$ cat src/rtl/multicycle_sequencer_if.sv
// Memory handshake bundle for multicycle_sequencer: instruction-fetch and data-memory
// request/acknowledge pairs. The sequencer takes the master side. A memory model
// or arbiter takes the slave side.
interface multicycle_sequencer_if;
  logic imem_req;
  logic imem_ready;
  logic dmem_req;
  logic dmem_we;
  logic dmem_ready;

  modport master (
    output imem_req,
    output dmem_req,
    output dmem_we,
    input  imem_ready,
    input  dmem_ready
  );

  modport slave (
    input  imem_req,
    input  dmem_req,
    input  dmem_we,
    output imem_ready,
    output dmem_ready
  );
endinterface

$ cat src/rtl/multicycle_sequencer.sv
// Multi-cycle RV32I control FSM.
// Each instruction steps through FETCH, DECODE, EXEC, MEM and WB.
// The FSM issues handshaked imem/dmem requests and gates register-file writes and PC updates.
// It halts on ECALL/EBREAK, on an illegal opcode, or on a memory-wait timeout.
// Optional feature macro: SEQ_PERF_CNT_EN adds the cycle_cnt and instret_cnt counters.
module multicycle_sequencer #(
  parameter int unsigned MAX_WAIT = 15,
  parameter int unsigned WAIT_W   = 4
) (
  input  logic                          clk,
  input  logic                          rst_n,
  input  logic                          run,
  input  logic [6:0]                    ir_opcode,
  input  logic                          branch_taken,
  multicycle_sequencer_if.master        mem_if,
  output logic                          ir_load,
  output logic                          reg_write_en,
  output logic                          pc_write,
  output logic                          pc_src,
  output logic                          halted,
  output logic [1:0]                    err_code
`ifdef SEQ_PERF_CNT_EN
  ,
  output logic [31:0]                   cycle_cnt,
  output logic [31:0]                   instret_cnt
`endif
);

  typedef enum logic [2:0] {
    StFetch,
    StDecode,
    StExec,
    StMem,
    StWb,
    StHalt
  } state_e;

  typedef enum logic [2:0] {
    ClsAlu,
    ClsLoad,
    ClsStore,
    ClsBranch,
    ClsJump
  } cls_e;

  localparam logic [1:0] ErrNone    = 2'b00;
  localparam logic [1:0] ErrEnv     = 2'b01;
  localparam logic [1:0] ErrIllegal = 2'b10;
  localparam logic [1:0] ErrTimeout = 2'b11;

  localparam logic [WAIT_W-1:0] MaxWait = WAIT_W'(MAX_WAIT);

  state_e            state_q, state_d;
  cls_e              cls_q, cls_d;
  logic [1:0]        err_q, err_d;
  logic [WAIT_W-1:0] wait_q, wait_d;
  // Set once a fetch request has been raised, so that it holds even if run drops.
  logic              pend_q, pend_d;
  logic              imem_req;

  // State, class, error, wait counter and pending-fetch registers.
  always_ff @(posedge clk or negedge rst_n) begin
    if (!rst_n) begin
      state_q <= StFetch;
      cls_q   <= ClsAlu;
      err_q   <= ErrNone;
      wait_q  <= '0;
      pend_q  <= 1'b0;
    end else begin
      state_q <= state_d;
      cls_q   <= cls_d;
      err_q   <= err_d;
      wait_q  <= wait_d;
      pend_q  <= pend_d;
    end
  end

  // Next-state logic plus state-decoded strobes. ir_load alone follows imem_ready combinationally.
  always_comb begin
    state_d       = state_q;
    cls_d         = cls_q;
    err_d         = err_q;
    wait_d        = wait_q;
    pend_d        = 1'b0;
    // rst_n is gated in so that every output reads 0 while reset is held, even with run high.
    imem_req      = 1'b0;
    ir_load       = 1'b0;
    mem_if.dmem_req = 1'b0;
    mem_if.dmem_we  = 1'b0;
    reg_write_en  = 1'b0;
    pc_write      = 1'b0;
    pc_src        = 1'b0;

    unique case (state_q)
      StFetch: begin
        imem_req = rst_n & (run | pend_q);
        ir_load  = imem_req & mem_if.imem_ready;
        if (imem_req) begin
          if (mem_if.imem_ready) begin
            state_d = StDecode;
          end else if (wait_q == MaxWait) begin
            state_d = StHalt;
            err_d   = ErrTimeout;
          end else begin
            wait_d = wait_q + WAIT_W'(1);
            pend_d = 1'b1;
          end
        end
      end

      StDecode: begin
        state_d = StExec;
        case (ir_opcode)
          7'b0110011, 7'b0010011, 7'b0110111, 7'b0010111: cls_d = ClsAlu;
          7'b0000011:                                     cls_d = ClsLoad;
          7'b0100011:                                     cls_d = ClsStore;
          7'b1100011:                                     cls_d = ClsBranch;
          7'b1101111, 7'b1100111:                         cls_d = ClsJump;
          7'b1110011: begin
            state_d = StHalt;
            err_d   = ErrEnv;
          end
          default: begin
            state_d = StHalt;
            err_d   = ErrIllegal;
          end
        endcase
      end

      StExec: begin
        unique case (cls_q)
          ClsLoad, ClsStore: begin
            state_d = StMem;
            wait_d  = '0;
          end
          ClsBranch: begin
            pc_write = 1'b1;
            pc_src   = branch_taken;
            state_d  = StFetch;
            wait_d   = '0;
          end
          default: state_d = StWb;
        endcase
      end

      StMem: begin
        mem_if.dmem_req = 1'b1;
        mem_if.dmem_we  = (cls_q == ClsStore);
        if (mem_if.dmem_ready) begin
          if (cls_q == ClsStore) begin
            pc_write = 1'b1;
            state_d  = StFetch;
            wait_d   = '0;
          end else begin
            state_d = StWb;
          end
        end else if (wait_q == MaxWait) begin
          state_d = StHalt;
          err_d   = ErrTimeout;
        end else begin
          wait_d = wait_q + WAIT_W'(1);
        end
      end

      StWb: begin
        reg_write_en = 1'b1;
        pc_write     = 1'b1;
        pc_src       = (cls_q == ClsJump);
        state_d      = StFetch;
        wait_d       = '0;
      end

      StHalt: begin
        state_d = StHalt;
      end

      default: begin
        state_d = StFetch;
        wait_d  = '0;
      end
    endcase
  end

  assign mem_if.imem_req = imem_req;
  assign halted          = (state_q == StHalt);
  assign err_code        = err_q;

`ifdef SEQ_PERF_CNT_EN
  logic [31:0] cycle_cnt_q, cycle_cnt_d;
  logic [31:0] instret_cnt_q, instret_cnt_d;

  // Performance counters; both wrap naturally at 2^32.
  always_comb begin
    cycle_cnt_d   = cycle_cnt_q + (halted ? 32'd0 : 32'd1);
    instret_cnt_d = instret_cnt_q + (pc_write ? 32'd1 : 32'd0);
  end

  // Performance counter registers.
  always_ff @(posedge clk or negedge rst_n) begin
    if (!rst_n) begin
      cycle_cnt_q   <= '0;
      instret_cnt_q <= '0;
    end else begin
      cycle_cnt_q   <= cycle_cnt_d;
      instret_cnt_q <= instret_cnt_d;
    end
  end

  assign cycle_cnt   = cycle_cnt_q;
  assign instret_cnt = instret_cnt_q;
`endif

endmodule

$ cat src/flat_wrapper.sv
// flat-port wrapper written by rule: the top's interface ports become plain ports
module multicycle_sequencer_flat 
#(
  parameter int unsigned MAX_WAIT = 15,
  parameter int unsigned WAIT_W   = 4
)
  (clk, rst_n, run, ir_opcode, branch_taken, ir_load, reg_write_en, pc_write, pc_src, halted, err_code, mem_if_imem_req, mem_if_dmem_req, mem_if_dmem_we, mem_if_imem_ready, mem_if_dmem_ready);
  multicycle_sequencer_if mem_if_i ();
  input  logic clk;
  input  logic rst_n;
  input  logic run;
  input  logic [6:0] ir_opcode;
  input  logic branch_taken;
  output logic ir_load;
  output logic reg_write_en;
  output logic pc_write;
  output logic pc_src;
  output logic halted;
  output logic [1:0] err_code;
  output wire logic [$bits(mem_if_i.imem_req)-1:0] mem_if_imem_req;
  output wire logic [$bits(mem_if_i.dmem_req)-1:0] mem_if_dmem_req;
  output wire logic [$bits(mem_if_i.dmem_we)-1:0] mem_if_dmem_we;
  input wire logic [$bits(mem_if_i.imem_ready)-1:0] mem_if_imem_ready;
  input wire logic [$bits(mem_if_i.dmem_ready)-1:0] mem_if_dmem_ready;
  assign mem_if_imem_req = mem_if_i.imem_req;
  assign mem_if_dmem_req = mem_if_i.dmem_req;
  assign mem_if_dmem_we = mem_if_i.dmem_we;
  assign mem_if_i.imem_ready = mem_if_imem_ready;
  assign mem_if_i.dmem_ready = mem_if_dmem_ready;
  multicycle_sequencer #(.MAX_WAIT(MAX_WAIT), .WAIT_W(WAIT_W)) u_core (.clk(clk), .rst_n(rst_n), .run(run), .ir_opcode(ir_opcode), .branch_taken(branch_taken), .mem_if(mem_if_i), .ir_load(ir_load), .reg_write_en(reg_write_en), .pc_write(pc_write), .pc_src(pc_src), .halted(halted), .err_code(err_code));
endmodule
$ cat config.mk
export PLATFORM = sky130hd
export DESIGN_NAME = multicycle_sequencer_flat
export DESIGN_NICKNAME = d
export VERILOG_FILES = /design/src/rtl/multicycle_sequencer_if.sv /design/src/rtl/multicycle_sequencer.sv /design/src/flat_wrapper.sv
export SDC_FILE = /design/constraint.sdc
export NUM_CORES = 1
export LEC_CHECK = 0
export CORE_ASPECT_RATIO = 1.25
export CORE_MARGIN = 10
export CORE_UTILIZATION = 48
export DETAILED_ROUTE_END_ITERATION = 16
export PLACE_DENSITY = 0.78
export SYNTH_ARGS = -nofsm -noshare
export SYNTH_HDL_FRONTEND = slang
export SYNTH_SLANG_ARGS = --single-unit
export TNS_END_PERCENT = 100
$ cat constraint.sdc
create_clock -name clk -period 1.9 [get_ports clk]
set_clock_uncertainty 0.05 [all_clocks]
set_input_delay 0.19 -clock clk [delete_from_list [all_inputs] [get_ports clk]]
set_output_delay 0.19 -clock clk [all_outputs]
set_load 0.02 [all_outputs]
==> run summary <==
The die is 69.7 µm tall. For the aggregate global routing overflow, the log shows 0. The fraction of synthesized cell area in xor and xnor cells came out at 1.85%. The final critical-path required period is 1830 ps, and the overall routed net length is 2560 µm. After detailed routing, the number of remaining DRC violations is 0. The fraction of synthesized area in multiplexers was 1.06%; the number of slew-limit violations in the final report was 0.

The setup-violating endpoint count in the final report is 0, and the share of synthesized area occupied by flip-flops and latches is 34.3%. The number of global-route vias before repair was 933. Power spread over the standard cell area amounts to 1040 nW/µm². The adder and majority cell fraction of the synthesized area is 1.32%. The number of buffers inserted by post-CTS setup repair came out at 0.

Summing the areas of all compound-gate instances in the mapped netlist gives 27.2% of the synthesized area. The tools report the number of nets in the finished design as 159. Via count: 970. Slowest library cell on the worst path: dfrtp_2. Average size of a mapped cell: 8.85 µm².

In the layout the commonest cells are 16 x buf_4, 14 x clkdlybuf4s50_1, 11 x nand2_1, 11 x dfrtp_1, 8 x o21ai_0. The core region is 1830 µm². The die covers 4160 µm².

After layout, the design draws a total of 1370 µW. Timing would allow up to 0.547 GHz. Worst min-delay path class: primary input to async pin.

The first global-routing pass estimated 4190 µm of wire. The leakage power summed over all cells is 0.000570 µW, and the async set-or-reset flop fraction in the synthesized netlist is 100%. The post-CTS clock slew at the launch and capture registers of the worst setup and hold paths came out at 80 ps. Final count of hold timing violations: 0. The tools report the type of element capturing the critical path as an output port. Most common flop cell mapped by yosys: dfrtp_1. The number of warnings reported in the yosys synthesis log came out at 0. The synthesized design contains 0 enable-type register cells. The netlist area before placement was 947 µm²; the number of maximum-capacitance violations was 0. The number of vias per cell works out to 5.95.

On the critical path the largest part of the delay comes from simple AND/OR/NAND/NOR gates. Row generation in the floorplan step produced 17 rows. For the initial antenna violation count, the log shows 0. Setup repair after global routing left no endpoint under its margin.

The worst slew margin relative to its limit came out at 57.7%. The number of H-tree branching levels is 1, and the per-cell routed wire length is 15.7 µm. After synthesis, the largest family of logic cells by area is simple AND/OR/NAND/NOR gates. Clock latency on the worst-skew pair, taken at its later pin, is 280 ps. The die is 59.7 µm wide. The worst-margin pin slew was 629 ps. The synthesized netlist devotes 30.5% of its cell area to simple gates. After layout, the worst setup slack is 71.8 ps. The detailed router finished its first iteration with 24 violations. The flow ran to the end, and the final reports show no timing, DRC or antenna violations. The tools report the critical path arrival as 1590 ps.

The weighted congestion reported at the end of routability-driven placement is 0.817. The count of nets left with antenna violations once routing finished came out at 0. The layout has 151 filler cells. TritonCTS built the clock tree.

Synthesized netlist net count: 121. From synthesis to final layout, the design area changed by 38.7%. Along the worst path, the maximum fanout reaches 5. For this design, the CTS-stage hold fixing added 0 buffers. Entering global routing, the biggest net connects 14 pins.

The signal on the critical path passes through or2_4 > nor3_2 > and2_1 > clkdlybuf4s15_2. The initial utilization of the core area, before any placement, comes to 51.8%. VDD sags by at most 0.000569 V. The register bit count reported by yosys was 13; the post-placement setup slack was -143 ps.

The worst setup path is launched from a flop. Of the cells placed in the final design, the portion with a size suffix greater than 1 is 22.9%. Of the available clock period, the critical path in the final layout requires 96.2%.

Critical path buffer and inverter count: 1. The tools report the top-level I/O count as 23. The library cell used most frequently in the layout, excluding fill and tap cells, is buf_4.

0 antenna diodes ended up in the layout. The HPWL after detailed placement is 2050 µm, and the number of buffers inserted by port buffering is 22. After technology mapping, the gate count stands at 107.

The run gives 12.4% as the global routing usage summed across all routing layers. Critical path's largest stage delay: 440 ps. The run gives 4 as the first-pass iteration count of the detailed router.

The clock passes through at most 2 buffers. STA puts the critical path data required time at 1660 ps. The clock net in this run drives a total of 13 sinks. For the total CTS buffers, the log shows 3.

Distinct cell type count of the synthesized netlist: 47. The root buffer cell is clkbuf_4. The critical path is of the flop to output port type.
==> final timing paths <==
kind	startpoint	cells past startpoint	slack (ps)	end
setup / recovery	u_core.state_q[0]$_DFFE_PN0P_	4	70	ir_load
hold / removal	rst_n	2	190	u_core.wait_q[2]$_DFFE_PN0P_
setup reg to reg	u_core.wait_q[0]$_DFFE_PN0P_	5	150	u_core.err_code[1]$_DFFE_PN0P_
hold reg to reg	u_core.err_code[1]$_DFFE_PN0P_	1	460	u_core.err_code[1]$_DFFE_PN0P_
max in group asynchronous	rst_n	2	1440	u_core.state_q[0]$_DFFE_PN0P_
min in group clk	u_core.err_code[1]$_DFFE_PN0P_	1	460	u_core.err_code[1]$_DFFE_PN0P_
==> per-layer routing <==
layer  up-vias  wire [µm]  track usage, %  part of all wire (%)
li1        475          -               -                     -
met1       459        999            13.2                    39
met2        28       1330            21.2                    52
met3         8        159            3.47                   6.2
met4         0         65            5.22                   2.5
met5         -          0               0                     0
==> per-stage QoR <==
stage | setup TNS [ps] | cell area [µm²] | hold WS (ps) | cells | utilization, %
floorplan | 0 | 947 | -156 | 107 | -
CTS | 0 | 1310 | 191 | 163 | 71.4
detailed placement | -548 | 1280 | 445 | 159 | 70.0
finish | 0 | 1310 | 188 | 163 | 71.8
global route | 0 | 1310 | 193 | 163 | 71.8
global placement | -199 | 1280 | 436 | 159 | 70.0
==> registers in the layout, indices dropped and copies added, names as in the netlist <==
signal           cells
u_core.pend_q        1
u_core.cls_q         3
u_core.wait_q        4
u_core.state_q       3
u_core.err_code      2
==> cells in the mapped netlist (all sizes together) (2+ instances only) <==
master	count	share of area (%)
a21oi	5	2.6
nor3	5	2.6
a2bb2oi	2	2.5
nor4	2	1.3
nand2b	5	4.1
o21ai	9	4.8
o21bai	2	1.6
dfrtp	13	34
and2	3	2.0
o21a	2	1.6
nand2	11	4.4
inv	3	1.2
clkbuf	3	1.3
and3	3	2.0
nor2	7	2.8
nor3b	3	2.9
nand3	4	2.1
==> power breakdown <==
group | total (µW) | internal (µW) | switching (µW) | leakage (µW)
Sequential | 478 | 364 | 114 | 0.000165
Clock | 174 | 81.6 | 92.2 | 0.0000150
Combinational | 720 | 359 | 361 | 0.000390
==> repair_timing <==
item                                    4_1_cts  5_1_grt
endpoints found under the setup margin        8        3
pin swaps                                     0        1
gates resized for setup                      17        6
endpoints found under the hold margin         0        0
==> worst register-to-register path: cells and delay by family (launching register included) <==
family / cells / cell delay [ps]
and+or+nand+nor: 2 / 460
AOI/OAI and AO/OA: 2 / 440
DFF: 1 / 430
adders and majority gates: 1 / 270
==> area by class of cell <==
cell class                 count  area [µm²]  area share [%]
clock buffer                   4        26.3            2.00
inverter                       3        11.3           0.857
multi-input combinational     87         604            46.0
sequential                    13         328            25.0
tap                           19        23.8            1.81
timing repair buffer          37         320            24.4
==> kinds of logic (layout without fill, tap and decap cells) <==
family | count (synthesis) | after routing
buffers and inverters | 7 | 44
AO/OA/AOI/OAI | 32 | 32
AND/OR/NAND/NOR | 51 | 51
multiplexers | 1 | 1
XOR/XNOR | 2 | 2
adder cells (fa/ha/maj) | 1 | 1
flip-flops | 13 | 13
Note: power is estimated with default switching activity, not from simulation.
